`src/rtl/jogo_pkg.sv`:
```
// Shared definitions for the board checkers: cell/macro encodings, the eight
// winning lines and the checker FSM states.
package jogo_pkg;

    localparam logic [1:0] VAZIO = 2'b00;
    localparam logic [1:0] JOG1  = 2'b01;
    localparam logic [1:0] JOG2  = 2'b10;

    localparam logic [1:0] ANDAMENTO = 2'b00;
    localparam logic [1:0] VENC1     = 2'b01;
    localparam logic [1:0] VENC2     = 2'b10;
    localparam logic [1:0] VELHA     = 2'b11;

    localparam int NUM_CELULAS = 9;
    localparam int NUM_LINHAS  = 8;

    // Rows, columns, then the two diagonals, as micro-cell indices.
    localparam logic [3:0] LINHAS [NUM_LINHAS][3] = '{
        '{4'd0, 4'd1, 4'd2},
        '{4'd3, 4'd4, 4'd5},
        '{4'd6, 4'd7, 4'd8},
        '{4'd0, 4'd3, 4'd6},
        '{4'd1, 4'd4, 4'd7},
        '{4'd2, 4'd5, 4'd8},
        '{4'd0, 4'd4, 4'd8},
        '{4'd2, 4'd4, 4'd6}
    };

    typedef enum logic [2:0] {
        OCIOSO,
        LEITURA,
        AVALIA,
        ESCREVE,
        FIM
    } estado_t;

    function automatic logic jogador_valido(input logic [1:0] jog);
        return (jog == JOG1) || (jog == JOG2);
    endfunction

endpackage

```
`src/rtl/detector_linhas.sv`:
```
// Combinational line detector for a 3x3 board: flags a completed line for the
// given player and whether every cell is occupied.
module detector_linhas
    import jogo_pkg::*;
(
    input  logic [8:0][1:0] celulas,
    input  logic [1:0]      jogador,
    output logic            venceu,
    output logic            cheio
);

    logic [NUM_LINHAS-1:0]  linha_ok;
    logic [NUM_CELULAS-1:0] ocupada;

    generate
        for (genvar gi = 0; gi < NUM_LINHAS; gi++) begin : g_linha
            assign linha_ok[gi] = (celulas[LINHAS[gi][0]] == jogador) &&
                                  (celulas[LINHAS[gi][1]] == jogador) &&
                                  (celulas[LINHAS[gi][2]] == jogador);
        end
        for (genvar gi = 0; gi < NUM_CELULAS; gi++) begin : g_ocupada
            // 11 never appears in the board but still counts as occupied.
            assign ocupada[gi] = (celulas[gi] != VAZIO);
        end
    endgenerate

    assign venceu = jogador_valido(jogador) && (|linha_ok);
    assign cheio  = &ocupada;

endmodule

```
`src/rtl/verificador_vitoria.sv`:
```
// Serially reads the nine micro cells of one macro cell, decides win/draw for
// the player who just moved and writes the outcome to ram_board_state.
module verificador_vitoria
    import jogo_pkg::*;
(
    input  logic       clock,
    input  logic       reset_n,
    input  logic       iniciar,
    input  logic [3:0] addr_macro,
    input  logic [1:0] jogador,
    output logic [3:0] rd_addr_macro,
    output logic [3:0] rd_addr_micro,
    input  logic [1:0] rd_data,
    output logic       we_state,
    output logic [3:0] state_addr,
    output logic [1:0] state_data,
    output logic       ocupado,
    output logic       pronto,
    output logic [1:0] resultado
);

    estado_t         state_q, state_d;
    logic [3:0]      idx_q, idx_d;
    logic [3:0]      macro_q, macro_d;
    logic [3:0]      micro_q, micro_d;
    logic [1:0]      jog_q, jog_d;
    logic [1:0]      res_q, res_d;
    logic [1:0]      resultado_q, resultado_d;
    logic [1:0]      state_data_q, state_data_d;
    logic            we_q, we_d;
    logic            ocupado_q, ocupado_d;
    logic            pronto_q, pronto_d;
    logic [8:0][1:0] cel_q, cel_d;

    logic       venceu, cheio;
    logic [1:0] res_comb;

    detector_linhas u_detector (
        .celulas (cel_q),
        .jogador (jog_q),
        .venceu  (venceu),
        .cheio   (cheio)
    );

    always_comb begin
        res_comb = ANDAMENTO;
        if (jogador_valido(jog_q)) begin
            if (venceu)
                res_comb = jog_q;
            else if (cheio)
                res_comb = VELHA;
        end
    end

    always_ff @(posedge clock or negedge reset_n) begin
        if (!reset_n)
            state_q <= OCIOSO;
        else
            state_q <= state_d;
    end

    always_comb begin
        state_d = state_q;
        case (state_q)
            OCIOSO:  if (iniciar && (addr_macro <= 4'd8)) state_d = LEITURA;
            LEITURA: if (idx_q == 4'd9) state_d = AVALIA;
            AVALIA:  state_d = ESCREVE;
            ESCREVE: state_d = FIM;
            FIM:     state_d = OCIOSO;
            default: state_d = OCIOSO;
        endcase
    end

    // Outputs are registered, so each _d is derived from the upcoming state.
    always_comb begin
        idx_d        = idx_q;
        macro_d      = macro_q;
        micro_d      = micro_q;
        jog_d        = jog_q;
        res_d        = res_q;
        resultado_d  = resultado_q;
        state_data_d = state_data_q;
        cel_d        = cel_q;
        ocupado_d    = (state_d != OCIOSO);
        pronto_d     = (state_d == FIM);
        we_d         = (state_q == AVALIA) && (res_comb != ANDAMENTO);

        if ((state_q == OCIOSO) && (state_d == LEITURA)) begin
            macro_d = addr_macro;
            jog_d   = jogador;
            idx_d   = 4'd0;
        end

        if (state_q == LEITURA) begin
            idx_d = idx_q + 4'd1;
            // rd_data belongs to the address issued in the previous cycle.
            for (int i = 0; i < NUM_CELULAS; i++) begin
                if (idx_q == 4'(i + 1))
                    cel_d[i] = rd_data;
            end
        end

        if (state_d == LEITURA)
            micro_d = (idx_d > 4'd8) ? 4'd8 : idx_d;

        if (state_q == AVALIA) begin
            res_d = res_comb;
            if (res_comb != ANDAMENTO)
                state_data_d = res_comb;
        end

        if (state_q == ESCREVE)
            resultado_d = res_q;
    end

    always_ff @(posedge clock or negedge reset_n) begin
        if (!reset_n) begin
            idx_q        <= 4'd0;
            macro_q      <= 4'd0;
            micro_q      <= 4'd0;
            jog_q        <= VAZIO;
            res_q        <= ANDAMENTO;
            resultado_q  <= ANDAMENTO;
            state_data_q <= ANDAMENTO;
            we_q         <= 1'b0;
            ocupado_q    <= 1'b0;
            pronto_q     <= 1'b0;
            cel_q        <= '0;
        end else begin
            idx_q        <= idx_d;
            macro_q      <= macro_d;
            micro_q      <= micro_d;
            jog_q        <= jog_d;
            res_q        <= res_d;
            resultado_q  <= resultado_d;
            state_data_q <= state_data_d;
            we_q         <= we_d;
            ocupado_q    <= ocupado_d;
            pronto_q     <= pronto_d;
            cel_q        <= cel_d;
        end
    end

    assign rd_addr_macro = macro_q;
    assign rd_addr_micro = micro_q;
    assign state_addr    = macro_q;
    assign state_data    = state_data_q;
    assign we_state      = we_q;
    assign ocupado       = ocupado_q;
    assign pronto        = pronto_q;
    assign resultado     = resultado_q;

endmodule

```
`config.mk`:
```
export PLATFORM = sky130hd
export DESIGN_NAME = verificador_vitoria
export DESIGN_NICKNAME = d
export VERILOG_FILES = /design/src/rtl/jogo_pkg.sv /design/src/rtl/detector_linhas.sv /design/src/rtl/verificador_vitoria.sv
export SDC_FILE = /design/constraint.sdc
export NUM_CORES = 1
export LEC_CHECK = 0
export ABC_AREA = 1
export BUFFER_PORTS_ARGS = -buffer_cell sky130_fd_sc_hd__buf_2
export CAP_MARGIN = 5
export CORE_MARGIN = 1.5
export CORE_UTILIZATION = 51
export CTS_CLUSTER_SIZE = 25
export DETAILED_ROUTE_END_ITERATION = 16
export GPL_TIMING_DRIVEN = 1
export PLACE_DENSITY_LB_ADDON = 0.25
export SLEW_MARGIN = 25
export SYNTH_ARGS = -nofsm -noshare
export SYNTH_HDL_FRONTEND = slang
export SYNTH_SLANG_ARGS = --single-unit
```
`constraint.sdc`:
```
create_clock -name clock -period 1.4 [get_ports clock]
set_input_delay 0 -clock clock [delete_from_list [all_inputs] [get_ports clock]]
set_output_delay 0 -clock clock [all_outputs]
set_load 0.01 [all_outputs]
```
# Yosys cells after proc, flatten, opt, wreduce, memory -nomap -nowiden
# Index checks and enable logic that the tools add are counted.
# op_classes
n_lt_le_gt_ge,2
n_bitwise,0
n_reduce_logical,45
addsub,1
eq_ne,25
n_mul,0
div,0
n_shift,0
mux,9
# ops
cell,n
1-bit logical AND,20
2-bit AND reduction,10
2-bit nonzero test,10
2-bit equality test,9
"4-bit by 3-bit equality test with 1-bit output, second input constant",4
4-bit 2-to-1 mux,3
3-bit one-hot mux with 4 select lines,1
9-bit AND reduction,1
"4-bit by 2-bit equality test with 1-bit output, second input constant",2
"4-bit equality test, second input constant",2
8-bit OR reduction,1
"3-bit by 1-bit equality test with 1-bit output, second input constant",2
"3-bit by 2-bit equality test with 1-bit output, second input constant",2
2-bit 2-to-1 mux,3
3-bit 2-to-1 mux,2
"4-bit by 1-bit adder with 4-bit output, second input constant",1
"4-bit by 1-bit equality test with 1-bit output, second input constant",1
"4-bit greater-than comparator, second input constant",1
"4-bit less-or-equal comparator, second input constant",1
"3-bit equality test, second input constant",1
3-bit logical NOT,1
3-bit nonzero test,1
"2-bit by 1-bit equality test with 1-bit output, second input constant",1
"2-bit equality test, second input constant",1
1-bit logical OR,1
# totals
word_cells,102
memories,0
latchBits,0
reg_bits,44
mem_bits_ro,0
inputBits,11
mem_bits_rw,0
out_inout_bits,19

# Depth between registers and ports, before layout
# depth
ltp_word,10
ltp_mapped,12
ltp_nobuf,11

# Cells and area by module
# Synthesis repeated with hierarchy kept, for this count alone.
# unflattened
hier_cells,319
hier_area_um2,2404.8
# modules_own_cells
module,seq_area_each_um2,n_inst,area_per_inst_um2,cells_each
verificador_vitoria,1101.1,1,1909.3,208
detector_linhas,0.0,1,495.5,111

# Worst setup path before layout
# No wires, ideal clock.
# synth_timing
kind,reg2reg
startpoint,reg idx_q[1]
endpoint,reg micro_q[1] (netlist: rd_addr_micro[1])
n_path_buf,0
required_time_ns,1.284
arrival_ns,1.306
setup_time_ns,0.116
path_stages_with_launch,11
setup_slack_ns,-0.022
path_cell_list,dfrtp_1 > inv_1 > ha_1 > inv_1 > nor3_1 > or2_0 > nand2_2 > nand3_2 > clkinv_1 > nand2_1 > nand2_1
# synth_between
elab_chain_cells,9
word_cells_on_any_way,10
classes_between,add/sub: 1; order compare: 1; eq/ne: 2; mux: 5; reduce/logical: 1
# synth_rtl
item,line_no,source
start: declaration,verificador_vitoria.sv:23,"logic [3:0] idx_q, idx_d;"
start signal: assignment,verificador_vitoria.sv:130,idx_q <= idx_d;
4-bit equality test,verificador_vitoria.sv:66,LEITURA: if (idx_q == 4'd9) state_d = AVALIA;
3-bit 2-to-1 mux,verificador_vitoria.sv:66,
3-bit one-hot mux with 4 select lines,verificador_vitoria.sv:64,case (state_q)
3-bit by 1-bit equality test with 1-bit output,"verificador_vitoria.sv:88, verificador_vitoria.sv:103",
1-bit logical AND,verificador_vitoria.sv:88,if ((state_q == OCIOSO) && (state_d == LEITURA)) begin
4-bit 2-to-1 mux,verificador_vitoria.sv:88,
4-bit 2-to-1 mux,verificador_vitoria.sv:94,if (state_q == LEITURA) begin
4-bit greater-than comparator,verificador_vitoria.sv:104,micro_d = (idx_d > 4'd8) ? 4'd8 : idx_d;
4-bit 2-to-1 mux,verificador_vitoria.sv:104,
end signal: assignment,verificador_vitoria.sv:132,micro_q <= micro_d;
end: declaration,verificador_vitoria.sv:25,"logic [3:0] micro_q, micro_d;"
# Parallel ways exist; a longest one is shown, timed or not.
# A chain may end at the register's enable or synchronous reset.

# Final worst setup path
# layout_timing
startpoint,reg jog_q[0]
endpoint,reg state_data_q[0] (netlist: state_data[0])
# layout_between
elab_chain_cells,9
word_cells_on_any_way,34
classes_between,eq/ne: 11; mux: 2; reduce/logical: 21
# layout_rtl
item,line_no,source
start: declaration,verificador_vitoria.sv:26,"logic [1:0] jog_q, jog_d;"
start signal: assignment,verificador_vitoria.sv:133,jog_q <= jog_d;
"2-bit equality test, on equally long branches","detector_linhas.sv:17, detector_linhas.sv:18, detector_linhas.sv:19",
1-bit logical AND,detector_linhas.sv:17,assign linha_ok[gi] = (celulas[LINHAS[gi][0]] == jogador) &&
1-bit logical AND,detector_linhas.sv:18,(celulas[LINHAS[gi][1]] == jogador) &&
8-bit OR reduction,detector_linhas.sv:27,assign venceu = jogador_valido(jogador) && (|linha_ok);
1-bit logical AND,detector_linhas.sv:27,
2-bit 2-to-1 mux,verificador_vitoria.sv:48,if (venceu)
2-bit 2-to-1 mux (*),verificador_vitoria.sv:47,if (jogador_valido(jog_q)) begin
2-bit nonzero test,verificador_vitoria.sv:108,if (res_comb != ANDAMENTO)
2-bit AND reduction (no line),--,
end signal: assignment,verificador_vitoria.sv:136,state_data_q <= state_data_d;
end: declaration,verificador_vitoria.sv:29,"logic [1:0] state_data_q, state_data_d;"
# Mark *: on every way between the ends. The rest lies on a longest branch, timed or not.

==> metrics <==
arrival time of the worst setup path 1.73 ns; area of the die 4920 um^2; core footprint 4350 um^2; Filler Cell Count 248; path depth of the worst reg2reg path 11; post-placement worst setup slack -0.176 ns; post-synthesis instance area 2300 um^2; nets in the synthesized netlist 322; Post-DP Area 2610 um^2; Pre-Repair DR Iteration Count 4; overall track demand over capacity in global routing 24.0%; wire length of the first global-routing pass 9.34 mm; area added between synthesis and finish 46.3%; post-route setup slack -0.135 ns; via count of the first global-routing pass 2103; failing checks setup timing; Worst Hold Depth 3; buffer levels on the longest clock path 2; count of input and output buffers 29; worst supply voltage drop on vdd 1890 uV; type of the worst min-delay path primary input to register; synthesized area per cell 7.49 um^2; type of origin of the critical path register; sequential area share after synthesis 47.9%; Initial Util 52.8%; unrepaired setup endpoints after global routing yes; residual overflow from global routing 0; worst hold slack across all endpoints 0.0284 ns; power per cell area 2510 nW/um^2; Max stage delay on crit path 0.48 ns; die height 70.1 um; hpwl dp 3.82 mm; initial antenna violation count 0; met1 wire length 2.55 mm; multiplexer area fraction after synthesis 1.47%; type of the setup path with the least slack register to register; number of remaining DRC errors 0; achievable frequency 651 MHz; DR WL met3 231 um; H-tree lvl count 2; clock transition at the registers of the reported paths 0.08 ns; endpoints failing setup 16; CTS Sinks 44; length of routed met2 wiring 3.18 mm; Worst Setup End Kind register; most used cell along the critical path nand2_2; Slew @ Worst Pin 0.458 ns; Placed Instances 400; io pins 30; CTS tree done; Highest Signal Layer met4; count of yosys warnings during synthesis 0; cell-by-cell trace of the critical path buf_8 -> nand2_4 -> nand2_2 -> nor2_4 -> nand3_2 -> nand2_2 -> nor2_4 -> nand3_4 -> nand2_4 -> nand2_2 -> nand2_1; synthesized-area fraction occupied by ao, oa, aoi and oai cells 6.53%; routed via count 2259; Total Power 8.44 mW; die outline width 70.1 um; DRT Wirelength 6.22 mm; number of buffers added by the clock tree synthesis step 5; Worst Clk Skew 0.00587 ns; ratio of routed vias to standard cells 5.23; Max-Cap Viols 0; number of DRC markers after the initial detailed-route iteration 120; Synth Instances 307; shortest period the worst path allows 1.54 ns; setup tns final -1.12 ns; leakage component of the power 1.77 nW; Slew HR 69.5%; average wire per standard cell 14.4 um; nets 394; end-of-flow core utilization 77.2%; flops & latches, synth 44; Simple-Gate Fraction of Synth Area 32.4%; Layout Cells excl Fill 432; xor-xnor portion of the synthesized cell area 0.381%; outcome finished with violations; residual antenna-violating net count after detailed routing 0; post-synthesis share of cell area spent on full adders, half adders and majority gates 2.18%; Root Driver clkbuf_8; final design instance area without fill 3360 um^2; ratio of final minimum period to clock period 110%; pin count of the biggest net entering global routing 20; Crit Path Max Fanout 8; later-pin clock latency in the skew report 0.30 ns; required time reported for the critical path endpoint 1.60 ns; Placement Rows 24; main combinational cell family by area after synthesis simple AND/OR/NAND/NOR gates; slowest stage cell, crit path dfrtp_2; hold violation total from the final report 0; antenna diode instance count 0; count of unique library cells instantiated by Yosys 26; weighted congestion at the end of routability-driven global placement 0.860; share of layout cells above drive strength 1 43.9%; count of pins over their slew limit 0
## cell usage after synthesis, drive strengths merged
| library cell | instances | area (um^2) |
|---|---|---|
| nand2 | 119 | 449 |
| dfrtp | 44 | 1100 |
| inv | 39 | 146 |
| nor2 | 29 | 130 |
| o21ai | 24 | 120 |
| nand3 | 18 | 100 |
| buf | 9 | 60.1 |
| nor3 | 8 | 40.0 |
| ha | 4 | 50.1 |
| mux2 | 3 | 33.8 |
| a21oi | 2 | 10.0 |
| nand4 | 2 | 12.5 |
| clkinv | 1 | 3.75 |
| o211ai | 1 | 12.5 |
| o21a | 1 | 7.51 |
| or2 | 1 | 6.26 |
| or3 | 1 | 6.26 |
| xor2 | 1 | 8.76 |
## registers in the layout, indices dropped and copies added (netlist names)
| name | count |
|---|---|
| we_state | 1 |
| res_q | 2 |
| state_data | 2 |
| resultado | 2 |
| ocupado | 1 |
| cel_q | 18 |
| state_q | 3 |
| idx_q | 4 |
| rd_addr_macro | 4 |
| pronto | 1 |
| jog_q | 2 |
| rd_addr_micro | 4 |
## worst max-delay path, delay by kind of cell, from the launching register on
kind	cells	cell delay, ns
buffers and inverters	1	0.18
DFF	1	0.48
and+or+nand+nor	10	0.76
## metal layers
layer  track usage, %  vias to the layer above
met2             40.0                       71
met4             11.3                        0
li1                 -                     1093
met3             4.47                       23
met1             30.1                     1072
met5                0                        -
## cell families after synthesis
family,count (synthesis)
flip-flops,44
AO/OA/AOI/OAI,28
multiplexers,3
XOR/XNOR,1
adder cells (fa/ha/maj),4
AND/OR/NAND/NOR,178
buffers and inverters,49
## report_power, final
part / internal (mW) / leakage, nW / switching (mW)
sequential: 1.84 / 0.544 / 0.516
combinational: 2.14 / 1.17 / 2.98
clock: 0.530 / 0.0552 / 0.435
## layout by cell type, fill, tap and decap left out, drive strengths merged
cell	synthesis	routed
clkinv	1	5
mux2	3	3
nand3	18	18
or2	1	1
bufinv	0	1
nand2	119	119
clkbuf	0	6
dfrtp	44	44
buf	9	65
o21a	1	1
o21ai	24	24
or3	1	1
dlygate4sd3	0	8
a21oi	2	2
ha	4	4
xor2	1	1
nand4	2	2
nor3	8	8
o211ai	1	1
inv	39	37
nor2	29	29
## worst paths after layout
kind                                               start                      endpoint  slack (ns)
worst min-delay path                       addr_macro[3]  rd_addr_macro[3]$_DFFE_PN0P_        0.03
worst max-delay path                jog_q[0]$_DFFE_PN0P_     state_data[0]$_DFFE_PN0P_       -0.14
worst min register to register  resultado[0]$_DFFE_PN0P_      resultado[0]$_DFFE_PN0P_        0.48
min in group asynchronous                        reset_n            we_state$_DFF_PN0_        0.18
max in group asynchronous                        reset_n          jog_q[1]$_DFFE_PN0P_        0.60
worst max register to register      jog_q[0]$_DFFE_PN0P_     state_data[0]$_DFFE_PN0P_       -0.14
## final cells by class
| class | count | area, um^2 | area share [%] |
|---|---|---|---|
| Clock buffer | 6 | 72.6 | 2.16 |
| Clock inverter | 2 | 35.0 | 1.04 |
| Inverter | 40 | 164 | 4.88 |
| Multi-Input combinational cell | 214 | 1370 | 40.7 |
| Sequential cell | 44 | 1100 | 32.9 |
| Tap cell | 52 | 65.1 | 1.94 |
| Timing Repair Buffer | 73 | 548 | 16.3 |
| Timing Repair inverter | 1 | 5.00 | 0.149 |
## repair_timing
item	CTS	global route
hold endpoints to repair	26	0
setup endpoints to repair	23	32
gates resized for setup	39	97
hold buffers	8	0
cloned	0	1
setup buffers	8	8
pin swaps	7	40
No activity file was read; power rests on OpenSTA's default activity.
